<file path="config.mk">
export PLATFORM = sky130hd
export DESIGN_NAME = guard_reset_ctrl
export DESIGN_NICKNAME = d
export VERILOG_FILES = /design/src/rtl/guard_pkg.sv /design/src/rtl/guard_reset_ctrl_chk.sv /design/src/rtl/guard_reset_ctrl.sv
export SDC_FILE = /design/constraint.sdc
export NUM_CORES = 1
export LEC_CHECK = 0
export CORE_MARGIN = 2
export CORE_UTILIZATION = 48
export CTS_CLUSTER_SIZE = 12
export DETAILED_ROUTE_END_ITERATION = 16
export DONT_BUFFER_PORTS = 1
export SLEW_MARGIN = 20
export SYNTH_ARGS = -nofsm -noshare
export SYNTH_HDL_FRONTEND = slang
export SYNTH_SLANG_ARGS = --single-unit
</file>
<file path="constraint.sdc">
create_clock -name clk_i -period 2.6 [get_ports clk_i]
set_input_delay 0.26 -clock clk_i [delete_from_list [all_inputs] [get_ports clk_i]]
set_output_delay 0.26 -clock clk_i [all_outputs]
set_load 0.02 [all_outputs]
</file>
<file path="src/rtl/guard_pkg.sv">
// Shared types and helpers for the guard reset controller: FSM state encoding
// and fault-cause bit layout.
package guard_pkg;

  typedef enum logic [1:0] {
    ST_IDLE    = 2'd0,
    ST_ISOLATE = 2'd1,
    ST_RESET   = 2'd2,
    ST_HOLD    = 2'd3
  } guard_rst_state_e;

  localparam int unsigned CauseRd = 0;
  localparam int unsigned CauseWr = 1;

  function automatic logic [1:0] cause_bits(input logic rd_req, input logic rd_irq,
                                            input logic wr_req, input logic wr_irq);
    logic [1:0] c;
    c          = 2'b00;
    c[CauseRd] = rd_req | rd_irq;
    c[CauseWr] = wr_req | wr_irq;
    return c;
  endfunction

endpackage

</file>
<file path="src/rtl/guard_reset_ctrl_chk.sv">
// Simulation-only invariants for guard_reset_ctrl: the subordinate reset may
// only be driven while isolated and while the controller sits in RESET.
module guard_reset_ctrl_chk
  import guard_pkg::*;
(
  input logic       clk_i,
  input logic       rst_i,
  input logic       isolate,
  input logic       slv_rst,
  input logic [1:0] state
);

  a_rst_implies_iso : assert property (@(posedge clk_i) disable iff (rst_i)
    slv_rst |-> isolate);

  a_rst_only_in_reset : assert property (@(posedge clk_i) disable iff (rst_i)
    slv_rst |-> (state == ST_RESET));

endmodule

</file>
<file path="src/rtl/guard_reset_ctrl.sv">
// Latches read/write guard faults, isolates the subordinate, drains with a
// bounded wait, pulses the subordinate reset and holds until software clears.
module guard_reset_ctrl
  import guard_pkg::*;
#(
  parameter int unsigned RstCycles    = 16,
  parameter int unsigned DrainTimeout = 256
) (
  input  logic       clk_i,
  input  logic       rst_i,
  input  logic       rd_reset_req_i,
  input  logic       wr_reset_req_i,
  input  logic       rd_irq_i,
  input  logic       wr_irq_i,
  input  logic       outstanding_i,
  input  logic       reset_clear_i,
  output logic       isolate_o,
  output logic       slv_rst_o,
  output logic       irq_o,
  output logic [1:0] cause_o,
  output logic       drain_forced_o,
  output logic [1:0] state_o
);

  localparam int unsigned DrainW = $clog2(DrainTimeout + 1);
  localparam int unsigned RstW   = $clog2(RstCycles + 1);
  localparam logic [DrainW-1:0] DrainLast = DrainW'(DrainTimeout - 1);
  localparam logic [DrainW-1:0] DrainMax  = DrainW'(DrainTimeout);
  localparam logic [RstW-1:0]   RstLast   = RstW'(RstCycles - 1);

  guard_rst_state_e  state_r;
  logic [DrainW-1:0] drain_cnt_r;
  logic [RstW-1:0]   rst_cnt_r;
  logic              isolate_r;
  logic              slv_rst_r;
  logic              irq_r;
  logic [1:0]        cause_r;
  logic              drain_forced_r;
  logic              fault_s;
  logic [1:0]        new_cause_s;

  // Fault detection and per-side cause decode
  always_comb begin
    new_cause_s = cause_bits(rd_reset_req_i, rd_irq_i, wr_reset_req_i, wr_irq_i);
    fault_s     = |new_cause_s;
  end

  // Controller FSM with drain and reset-pulse counters; all outputs registered
  always_ff @(posedge clk_i) begin
    if (rst_i) begin
      state_r        <= ST_IDLE;
      drain_cnt_r    <= '0;
      rst_cnt_r      <= '0;
      isolate_r      <= 1'b0;
      slv_rst_r      <= 1'b0;
      irq_r          <= 1'b0;
      cause_r        <= 2'b00;
      drain_forced_r <= 1'b0;
    end else begin
      case (state_r)
        ST_IDLE: begin
          if (fault_s) begin
            state_r     <= ST_ISOLATE;
            isolate_r   <= 1'b1;
            irq_r       <= 1'b1;
            cause_r     <= cause_r | new_cause_s;
            drain_cnt_r <= '0;
          end
        end
        ST_ISOLATE: begin
          cause_r <= cause_r | new_cause_s;
          if (drain_cnt_r != DrainMax) begin
            drain_cnt_r <= drain_cnt_r + DrainW'(1);
          end
          // A clean drain takes priority: forced is only flagged if still busy
          if (!outstanding_i || (drain_cnt_r == DrainLast)) begin
            state_r        <= ST_RESET;
            slv_rst_r      <= 1'b1;
            rst_cnt_r      <= '0;
            drain_forced_r <= drain_forced_r | outstanding_i;
          end
        end
        ST_RESET: begin
          cause_r <= cause_r | new_cause_s;
          if (rst_cnt_r == RstLast) begin
            state_r   <= ST_HOLD;
            slv_rst_r <= 1'b0;
          end else begin
            rst_cnt_r <= rst_cnt_r + RstW'(1);
          end
        end
        ST_HOLD: begin
          if (reset_clear_i) begin
            state_r        <= ST_IDLE;
            isolate_r      <= 1'b0;
            irq_r          <= 1'b0;
            cause_r        <= 2'b00;
            drain_forced_r <= 1'b0;
            drain_cnt_r    <= '0;
            rst_cnt_r      <= '0;
          end else begin
            cause_r <= cause_r | new_cause_s;
          end
        end
        default: begin
          state_r        <= ST_IDLE;
          drain_cnt_r    <= '0;
          rst_cnt_r      <= '0;
          isolate_r      <= 1'b0;
          slv_rst_r      <= 1'b0;
          irq_r          <= 1'b0;
          cause_r        <= 2'b00;
          drain_forced_r <= 1'b0;
        end
      endcase
    end
  end

  assign isolate_o      = isolate_r;
  assign slv_rst_o      = slv_rst_r;
  assign irq_o          = irq_r;
  assign cause_o        = cause_r;
  assign drain_forced_o = drain_forced_r;
  assign state_o        = state_r;

  guard_reset_ctrl_chk u_chk (
    .clk_i   (clk_i),
    .rst_i   (rst_i),
    .isolate (isolate_r),
    .slv_rst (slv_rst_r),
    .state   (state_r)
  );

endmodule

</file>
Yosys cells after proc, flatten, opt, wreduce, memory -nomap -nowiden
Cells that the tools add are included.

word-level totals
  bits in registers = 21
  input port bits = 8
  output and inout port bits = 8

operators by class
  $add $sub $neg = 2
  equal/unequal tests = 12
  muxes and demuxes = 24
  bitwise logic cells = 4
  reductions and logical operators = 16

operators with widths
  kind                                           number
  two-way mux 9 bit                              3
  one-hot mux 9 bit (3 select lines)             1
  two-way mux 5 bit                              3
  one-hot mux 5 bit (3 select lines)             1
  two-way mux 2 bit                              6
  != test 2 bit, second input constant           6
  AND reduction 4 bit                            3
  adder 9 x 1 -> 9 bit, second input constant    1
  == test 9 x 8 -> 1 bit, second input constant  1
  != test 9 bit, second input constant           1
  AND reduction 3 bit                            3
  one-hot mux 2 bit (4 select lines)             1
  one-hot mux 1 bit (2 select lines)             3
  one-hot mux 2 bit (3 select lines)             1
  nonzero test 2 bit                             3
  nonzero test 3 bit                             2
  adder 5 x 1 -> 5 bit, second input constant    1
  == test 5 x 4 -> 1 bit, second input constant  1
  two-way mux 1 bit                              5
  == test 2 bit, second input constant           2
  OR reduction 2 bit                             2
  OR 1 bit                                       3
  == test 2 x 1 -> 1 bit, second input constant  1
  logical NOT 2 bit                              1
  3 further kinds                                3

Logic depth before layout (Yosys ltp)
Gate-level depths: netlist (run 1).

  word-level depth = 4
  mapped depth = 8
  mapped depth without buffers = 8

Worst setup path before layout (run 1)
Ideal clock, no wire load.

  path kind = register -> register
  from = register drain_cnt_r[0]
  to = register rst_cnt_r[3]
  arrival time = 1.898 ns
  data required time = 2.505 ns
  setup slack = 0.606 ns
  stages on the path, launching flop included = 9
  buffers on the path = 0
  path through = dfxtp_1 -> ha_1 -> nand3_1 -> nor3_1 -> ha_1 -> nand3b_1 -> nand3_2 -> or3_1 -> a221oi_1

on the way
  cells in the longest elaborated chain, start to end = 4

RTL lines
  item                           line                    text
  start, declared                guard_reset_ctrl.sv:32  logic [DrainW-1:0] drain_cnt_r;
  start signal, assigned         guard_reset_ctrl.sv:73  drain_cnt_r <= drain_cnt_r + DrainW'(1);
  == test 9 x 8 -> 1 bit         guard_reset_ctrl.sv:76  if (!outstanding_i || (drain_cnt_r == DrainLast)) begin
  logical OR 1 bit               guard_reset_ctrl.sv:76
  != test 2 bit (no line)        --
  AND reduction 4 bit (no line)  --
  end signal, assigned           guard_reset_ctrl.sv:89  rst_cnt_r <= rst_cnt_r + RstW'(1);
  end, declared                  guard_reset_ctrl.sv:33  logic [RstW-1:0] rst_cnt_r;

Every way passes these cells.
A chain may end at the register's enable or synchronous reset.

Final worst setup path (run 1)
Same ends and word-level chain as after synthesis.

==> qor.yml, run 1 <==
synthesis:
  syn_avg_cell_area_um2: 9.121
  synth_seq_cells: 21
  synth_ff_type: "dfxtp_1"
  synth.distinct_cells: 45
  async_reset_ff_share_pct: 0
  synth_area_leaders: "dfxtp_1 (35%), ha_1 (10%), a32o_1 (5.0%)"
  yosys_warnings: 0
  post-synth-top-count-cell: "dfxtp_1"
  synthCells: 131
  ys_seq_area_share_pct: 35.18
  netlist_area_um2: 1195
  synth-edff-count: 0
  synth_top_area_share_pct: 35.18
  synthesis.nets: 149
  netlist_top_cells_count: "dfxtp_1 (21), nand2_1 (12), ha_1 (10), inv_1 (9)"
  synth_area_leader_cell: "dfxtp_1"
global_routing:
  antenna_found_initial: 0
  grt_overflow_total: 0
  grt_pass1_vias: 950
  grt_max_degree: 15
  grt_usage_pct: 19.28
  grt_pass1_wl_mm: 4.071
detailed_routing:
  vias: 998
  wirelength_met1_mm: 1.221
  highest_layer: "met4"
  drt_wl_total_mm: 2.449
  ant_nets: 0
  route.met3.wl_um: 119
  dr.pass1.iters: 4
  avgRoutedWirePerCell_um: 15.12
  first_iter_violations: 17
  vias_per_cell: 6.160
  dr_wl_met2_mm: 1.080
  drc: 0
cts:
  numCtsBuffers: 3
  post-cts-setup-buffers: 0
  clock_path_buffers: 2
  cts_tree: "yes"
  clkSinkCount: 21
  cts_root_buf: "clkbuf_4"
  htree_levels: 1
  clkTransAtPathRegs_ns: 0.13
  clk_latency_ns: 0.30
floorplan:
  core_area_um2: 2410
  ioPinCount: 16
  fp.dieH_um: 53.90
  placementRows: 18
  die_area_um2: 2905
  die_w_um: 53.90
  start_util_pct: 49.58
timing:
  slew_headroom_pct: 70.46
  slew_violations: 0
  whs_ns: 0.02089
  setup_viol: 0
  worst_pin_slew_ns: 0.4432
  skew_ns: 0.003870
  max_freq_ghz: 0.4448
  hold_violations: 0
  finalWorstSetupSlack_ns: 0.3518
  rsz0062_at_grt: "false"
  finalCriticalPeriod_ns: 2.248
  tns_ns: 0
  finalCritPeriodShare_pct: 86.47
critical_path:
  rrSetupSlack_ns: 0.35
  cp_max_fo: 7
  critPathLaunchType: "register"
  crit_path_end_kind: "register"
  critPathRequiredTime_ns: 2.82
  path_class: "register to register"
  worstPathArrival_ns: 2.46
place:
  place_congestion: 0.8348
  dpl.hpwl_mm: 1.773
  io_buffers: 0
  dp_slack_ns: 0.3904
power:
  total_power_mw: 1.090
  ir_drop_mv: 0.4918
  p_leak_nw: 0.4412
  power_density_nw_per_um2: 871.3
run_status:
  status: "finished clean"
worst_hold_path:
  hold_path.class: "primary input to register"
finish:
  drive_gt1_share_pct: 9.848
  post-route-util_pct: 51.92
  antenna_cells: 0
  fin_nets: 151
  area_delta_synth_final_pct: 4.712
flow_run:
  cap_violations: 0
-- cell families (layout without fill, tap and decap cells) --
family	count (synthesis)	count (layout)	share of synthesized area (%)
AND/OR/NAND/NOR	48	48	25.24
AO/OA/AOI/OAI	34	34	21.36
XOR/XNOR	1	1	0.7331
adder cells (fa/ha/maj)	10	10	10.47
multiplexers	1	1	0.8377
buffers and inverters	16	17	6.178
flip-flops	21	21	35.18
-- sequential cells by signal (all words and copies together), names as in the netlist --
signal,count
drain_cnt_r,9
cause_o,2
drain_forced_o,1
rst_cnt_r,5
state_o,2
irq_o,1
slv_rst_o,1
-- routing by layer --
layer | up-vias | GRT usage (%)
met3 | 4 | 3.889
li1 | 501 | -
met4 | 0 | 7.265
met2 | 24 | 28.46
met5 | - | 0
met1 | 469 | 27.44
-- stage by stage --
stage / std cells / instance area (µm²)
floorplan: 131 / 1195
global placement: 156 / 1204
detailed placement: 156 / 1204
CTS: 161 / 1241
global route: 162 / 1251
finish: 162 / 1251
-- power by group --
| part | leakage [nW] | internal, mW | switching (mW) |
|---|---|---|---|
| sequential | 0.171 | 0.365 | 0.0895 |
| combinational | 0.252 | 0.181 | 0.291 |
| clock | 0.0177 | 0.0573 | 0.105 |
-- repair_timing --
action | CTS | global route
endpoints found under the hold margin | 6 | 1
gates resized for setup | 0 | 0
hold buffers | 1 | 1
-- worst max-delay path, cell delays in order (launching register included) --
cell      delay [ns]
dfxtp_1         0.38
ha_1            0.19
nand3_1         0.16
nor3_1          0.23
ha_1            0.16
nand3b_1        0.21
nand3_2         0.18
or3_1           0.38
a221oi_1        0.27
-- final timing paths --
| check | to | start | depth (start not counted) |
|---|---|---|---|
| min | state_o[0] | rst_i | 1 |
| min reg2reg | rst_cnt_r[4] | rst_cnt_r[4] | 2 |
| max reg2reg | rst_cnt_r[3] | drain_cnt_r[0] | 8 |
| max | rst_cnt_r[3] | drain_cnt_r[0] | 8 |
-- placed cells by master (no fill, tap or decap), drive strengths merged, types with 3 or more instances in the layout --
cell type	netlist	layout
a21oi	8	8
a32o	6	6
clkbuf	2	3
dfxtp	21	21
ha	10	10
inv	10	10
nand2	12	12
nand3	5	5
nand4	8	8
nor2	3	3
nor3	5	5
nor4	3	3
o21ai	3	3
or3	3	3
-- layout make-up --
cell class	instances	area, µm²
clock inverters	1	5.005
multi-input cells	94	700.7
repair buffers	3	27.53
fillers	232	1159
flip-flops and latches	21	420.4
inverters	10	37.54
clock buffers	3	22.52
well taps	30	37.54
(Power assumes the default switching activity.)
==> run 2: changes to the inputs <==
Settings changed: CORE_MARGIN 2 to unset.
==> run 2 against run 1 <==
  * Clock power down 3%
  * Sequential share of layout area grew 0.10 points
  * Via count decreased by 1.3%
  * Combinational power hardly changed
  * Count of clock-buffer cells in the layout up 1
  * Wire length shrank 3.5%
  * Non-clock buffer count is the same
  * Final cell count down 1.2%
  * Flip-flop and latch count stayed put
  * Core utilization up 2.9 points
  * Critical endpoint unchanged
==> qor.yml, run 2 (same netlist as run 1, synthesis figures left out) <==
detailed_routing:
  drt_wl_total_mm: 2.363  # -3.5%
  dr.pass1.iters: 4  # unchanged
  vias_per_cell: 6.156  # about the same
  vias: 985  # -1.3%
  ant_nets: 0  # unchanged
  avgRoutedWirePerCell_um: 14.77  # -2.3%
  first_iter_violations: 17  # unchanged
  drc: 0  # unchanged
timing:
  setup_viol: 0  # unchanged
  rsz0062_at_grt: "false"
  slew_headroom_pct: 58.37  # -12 points
  whs_ns: 0.06131  # +0.04041 ns
  max_freq_ghz: 0.4420  # -0.63%
  slew_violations: 0  # unchanged
  finalCriticalPeriod_ns: 2.263  # +0.01434 ns
  hold_violations: 0  # unchanged
  skew_ns: 0.001052  # -0.002818 ns
  tns_ns: 0  # unchanged
  finalWorstSetupSlack_ns: 0.3375  # -0.01434 ns
  finalCritPeriodShare_pct: 87.02  # +0.55 points
  worst_pin_slew_ns: 0.6207  # +0.1776 ns
place:
  io_buffers: 0  # unchanged
  post_dp_cell_area_um2: 1201  # -0.21%
  numPlacedInstances: 154  # -1.3%
  dpl.hpwl_mm: 1.751  # -1.2%
  place_congestion: 0.8414  # +0.79%
  dp_slack_ns: 0.3881  # -0.002287 ns
cts:
  htree_levels: 1  # unchanged
  clock_path_buffers: 2  # unchanged
  clk_latency_ns: 0.30  # about the same
  clkTransAtPathRegs_ns: 0.11  # -0.02 ns
  numCtsBuffers: 3  # unchanged
  post-cts-setup-buffers: 0  # unchanged
  ctsResizeCount: 0  # unchanged
  cts_root_buf: "clkbuf_4"
  cts_tree: "yes"
  clkSinkCount: 21  # unchanged
global_routing:
  grt_usage_pct: 20.37  # +1.1 points
  antenna_found_initial: 0  # unchanged
  grt_overflow_total: 0  # unchanged
  grt_pass1_wl_mm: 4.015  # -1.4%
  grt_pass1_vias: 930  # -2.1%
  grt_max_degree: 15  # unchanged
finish:
  antenna_cells: 0  # unchanged
  reg.largest.list: "drain_cnt_r x9, rst_cnt_r x5"
  most-common-layout-cells: "dfxtp_1 (21), nand2_1 (12), ha_1 (10)"
  final_area_um2: 1247  # -0.30%
  drive_gt1_share_pct: 9.091  # -0.76 points
  fin_nets: 151  # unchanged
  regMostFlops: "drain_cnt_r"
  largest_reg_flops: 9  # unchanged
  fillers: 213  # -8.2%
  post-route-util_pct: 54.81  # +2.9 points
  area_delta_synth_final_pct: 4.398
  regArea_um2: 420.4  # unchanged
  final_common_cell: "dfxtp_1"
  multi_input_area_um2: 700.7  # unchanged
  stdcell_count: 160  # -1.2%
critical_path:
  rrSetupSlack_ns: 0.34  # about the same
  critPathRequiredTime_ns: 2.82  # about the same
  cp_max_fo: 7  # unchanged
  critPathLaunchType: "register"
  path_class: "register to register"
  crit_path_end_kind: "register"
  worstPathArrival_ns: 2.48  # +0.02 ns
power:
  power_density_nw_per_um2: 869.4  # -0.23%
  p_leak_nw: 0.4393  # -0.42%
  ir_drop_mv: 0.6634  # +35%
  total_power_mw: 1.084  # -0.53%
worst_hold_path:
  hold_path.class: "primary input to register"
floorplan:
  core_area_um2: 2276  # -5.6%
  fp.dieH_um: 51.90  # -3.7%
  ioPinCount: 16  # unchanged
  die_w_um: 51.90  # -3.7%
  placementRows: 17  # -1
  start_util_pct: 52.50  # +2.9 points
  die_area_um2: 2693  # -7.3%
flow_run:
  cap_violations: 0  # unchanged
run_status:
  status: "finished clean"
-- run 2: timing repair --
item                       CTS  global route
hold buffers                 1             1
setup endpoints to repair    0             0
hold endpoints to repair     6             3
-- run 2: metal layers --
metal	track usage (%)	wire length, µm
met1	26.38	1117
met2	31.84	1059
met3	6.725	162
met4	5.856	23
met5	0	0
-- run 2: report_power, final --
part	switching [mW]	internal, mW
registers	0.0880	0.365
clock network	0.0981	0.0599
logic	0.290	0.184
total	0.476	0.609
-- run 2: critical path, cell delays in order, from the launching register on --
cell and delay, ns:
dfxtp_1 0.37, ha_1 0.20, nand3_1 0.17, nor3_1 0.24, ha_1 0.17, nand3b_1 0.21
nand3_2 0.18, or3_1 0.37, a221oi_1 0.26
-- run 2: worst paths after layout --
path                       end  depth (start not counted)      startpoint
setup / recovery  rst_cnt_r[3]                          8  drain_cnt_r[0]
hold / removal      cause_o[0]                          1  rd_reset_req_i
setup reg to reg  rst_cnt_r[3]                          8  drain_cnt_r[0]
hold reg to reg   rst_cnt_r[4]                          2    rst_cnt_r[4]
-- run 2: layout make-up --
| class | count | area share, % |
|---|---|---|
| repair buffers | 3 | 2.207 |
| inverters | 10 | 3.009 |
| multi-input cells | 94 | 56.17 |
| flip-flops and latches | 21 | 33.70 |
| well taps | 28 | 2.808 |
| clock buffers | 4 | 2.106 |
==> run 3: changes to the inputs <==
Settings changed: CTS_BUF_LIST set to sky130_fd_sc_hd__clkbuf_4, CTS_CLUSTER_SIZE 12 to 8.
==> run 3 against run 2 <==
  * Clock skew hardly changed
  * Wire length shrank 0.13%
  * Sequential power hardly changed
  * Non-clock buffer count up 1
  * Maximum frequency fell by 0.30%
  * Critical path type unchanged
==> qor.yml, run 3 (same netlist as run 1, synthesis figures left out) <==
finish:
  final_common_cell: "dfxtp_1"
  fin_nets: 152  # +0.66%
  regMostFlops: "drain_cnt_r"
  fillers: 216  # +1.4%
  drive_gt1_share_pct: 9.774  # +0.68 points
  reg.largest.list: "drain_cnt_r x9, rst_cnt_r x5"
  final_area_um2: 1261  # +1.1%
  area_delta_synth_final_pct: 5.550
  largest_reg_flops: 9  # unchanged
  antenna_cells: 0  # unchanged
  most-common-layout-cells: "dfxtp_1 (21), nand2_1 (12), ha_1 (10)"
cts:
  clkSinkCount: 21  # unchanged
  htree_levels: 1  # unchanged
  clock_path_buffers: 2  # unchanged
  cts_tree: "yes"
  numCtsBuffers: 3  # unchanged
  clkTransAtPathRegs_ns: 0.11  # about the same
  clk_latency_ns: 0.30  # about the same
  cts_root_buf: "clkbuf_4"
  ctsResizeCount: 0  # unchanged
detailed_routing:
  first_iter_violations: 16  # -1
  avgRoutedWirePerCell_um: 14.66  # -0.75%
  drt_wl_total_mm: 2.360  # -0.13%
  drc: 0  # unchanged
  vias: 987  # +0.20%
  dr.pass1.iters: 5  # +1
  ant_nets: 0  # unchanged
  vias_per_cell: 6.130  # -0.42%
timing:
  max_freq_ghz: 0.4406  # -0.30%
  skew_ns: 0.0007309  # -0.0003210 ns
  finalWorstSetupSlack_ns: 0.3306  # -0.006871 ns
  finalCritPeriodShare_pct: 87.28  # +0.26 points
  tns_ns: 0  # unchanged
  hold_violations: 0  # unchanged
  rsz0062_at_grt: "false"
  setup_viol: 0  # unchanged
  slew_headroom_pct: 58.13  # -0.25 points
  finalCriticalPeriod_ns: 2.269  # +0.006871 ns
  slew_violations: 0  # unchanged
  worst_pin_slew_ns: 0.6244  # +0.003676 ns
place:
  post_dp_cell_area_um2: 1201  # unchanged
  dpl.hpwl_mm: 1.751  # unchanged
  place_congestion: 0.8414  # unchanged
  io_buffers: 0  # unchanged
  dp_slack_ns: 0.3881  # unchanged
floorplan:
  ioPinCount: 16  # unchanged
  placementRows: 17  # unchanged
  die_w_um: 51.90  # unchanged
  die_area_um2: 2693  # unchanged
  core_area_um2: 2276  # unchanged
  start_util_pct: 52.50  # unchanged
  fp.dieH_um: 51.90  # unchanged
worst_hold_path:
  hold_path.class: "primary input to register"
run_status:
  status: "finished clean"
critical_path:
  cp_max_fo: 7  # unchanged
  worstPathArrival_ns: 2.48  # about the same
  critPathLaunchType: "register"
  crit_path_end_kind: "register"
  path_class: "register to register"
  critPathRequiredTime_ns: 2.81  # about the same
power:
  power_density_nw_per_um2: 867.6  # -0.20%
  ir_drop_mv: 0.6688  # +0.80%
  total_power_mw: 1.094  # +0.90%
  p_leak_nw: 0.4469  # +1.7%
global_routing:
  grt_pass1_wl_mm: 3.905  # -2.7%
  grt_overflow_total: 0  # unchanged
  antenna_found_initial: 0  # unchanged
  grt_usage_pct: 19.63  # -0.73 points
  grt_max_degree: 19  # +4
  grt_pass1_vias: 919  # -1.2%
flow_run:
  cap_violations: 0  # unchanged
[run 3: cell count changes in the layout (fill, tap and decap cells not counted)]
cell / change
dlygate4sd3_1: +1
clkbuf_4: +1
clkbuf_1: -1
[run 3: timing repair]
action	4_1_cts	5_1_grt
hold buffers	1	2
endpoints found under the hold margin	2	6
buffers inserted	0	0
[run 3: final cells by class]
type	count	area, µm²	share of cell area, %
Clock buffer	4	30.03	2.381
Inverter	10	37.54	2.976
Multi-Input combinational cell	94	700.7	55.56
Sequential cell	21	420.4	33.33
Tap cell	28	35.03	2.778
Timing Repair Buffer	4	37.54	2.976
[run 3: report_power, final]
group / switching [mW] / total (mW) / internal [mW]
Clock: 0.0958 / 0.166 / 0.0703
Combinational: 0.291 / 0.475 / 0.185
Sequential: 0.0876 / 0.453 / 0.365
Total: 0.474 / 1.09 / 0.620
[run 3: worst max-delay path, cell delays in order (launching register included)]
cell and delay (ns):
dfxtp_1 0.37, ha_1 0.21, nand3_1 0.18, nor3_1 0.24, ha_1 0.17, nand3b_1 0.21, nand3_2 0.17, or3_1 0.37
a221oi_1 0.26
[run 3: path summary, 6_finish.rpt]
| kind | end | from | slack, ns | cells past startpoint |
|---|---|---|---|---|
| setup reg to reg | rst_cnt_r[3] | drain_cnt_r[0] | 0.33 | 8 |
| hold reg to reg | rst_cnt_r[4] | rst_cnt_r[4] | 0.46 | 2 |
| hold / removal | cause_o[0] | rd_reset_req_i | 0.07 | 1 |
| setup / recovery | rst_cnt_r[3] | drain_cnt_r[0] | 0.33 | 8 |
[run 3: layer usage]
metal | track usage, % | vias up | wire length, µm
met5 | 0 | - | 0
met4 | 4.505 | 0 | 17
met3 | 6.725 | 2 | 139
met2 | 30.98 | 28 | 1044
met1 | 25.49 | 460 | 1158
li1 | - | 497 | -
[run 3: through the flow]
step | hold slack (ns) | instances | util, %
finish | 0.06702 | 161 | 55.42
detailed placement | 0.3335 | 154 | 52.78
floorplan | 0.3779 | 131 | -
global route | 0.05808 | 161 | 55.42
global placement | 0.3351 | 154 | 52.78
CTS | 0.001704 | 159 | 54.54
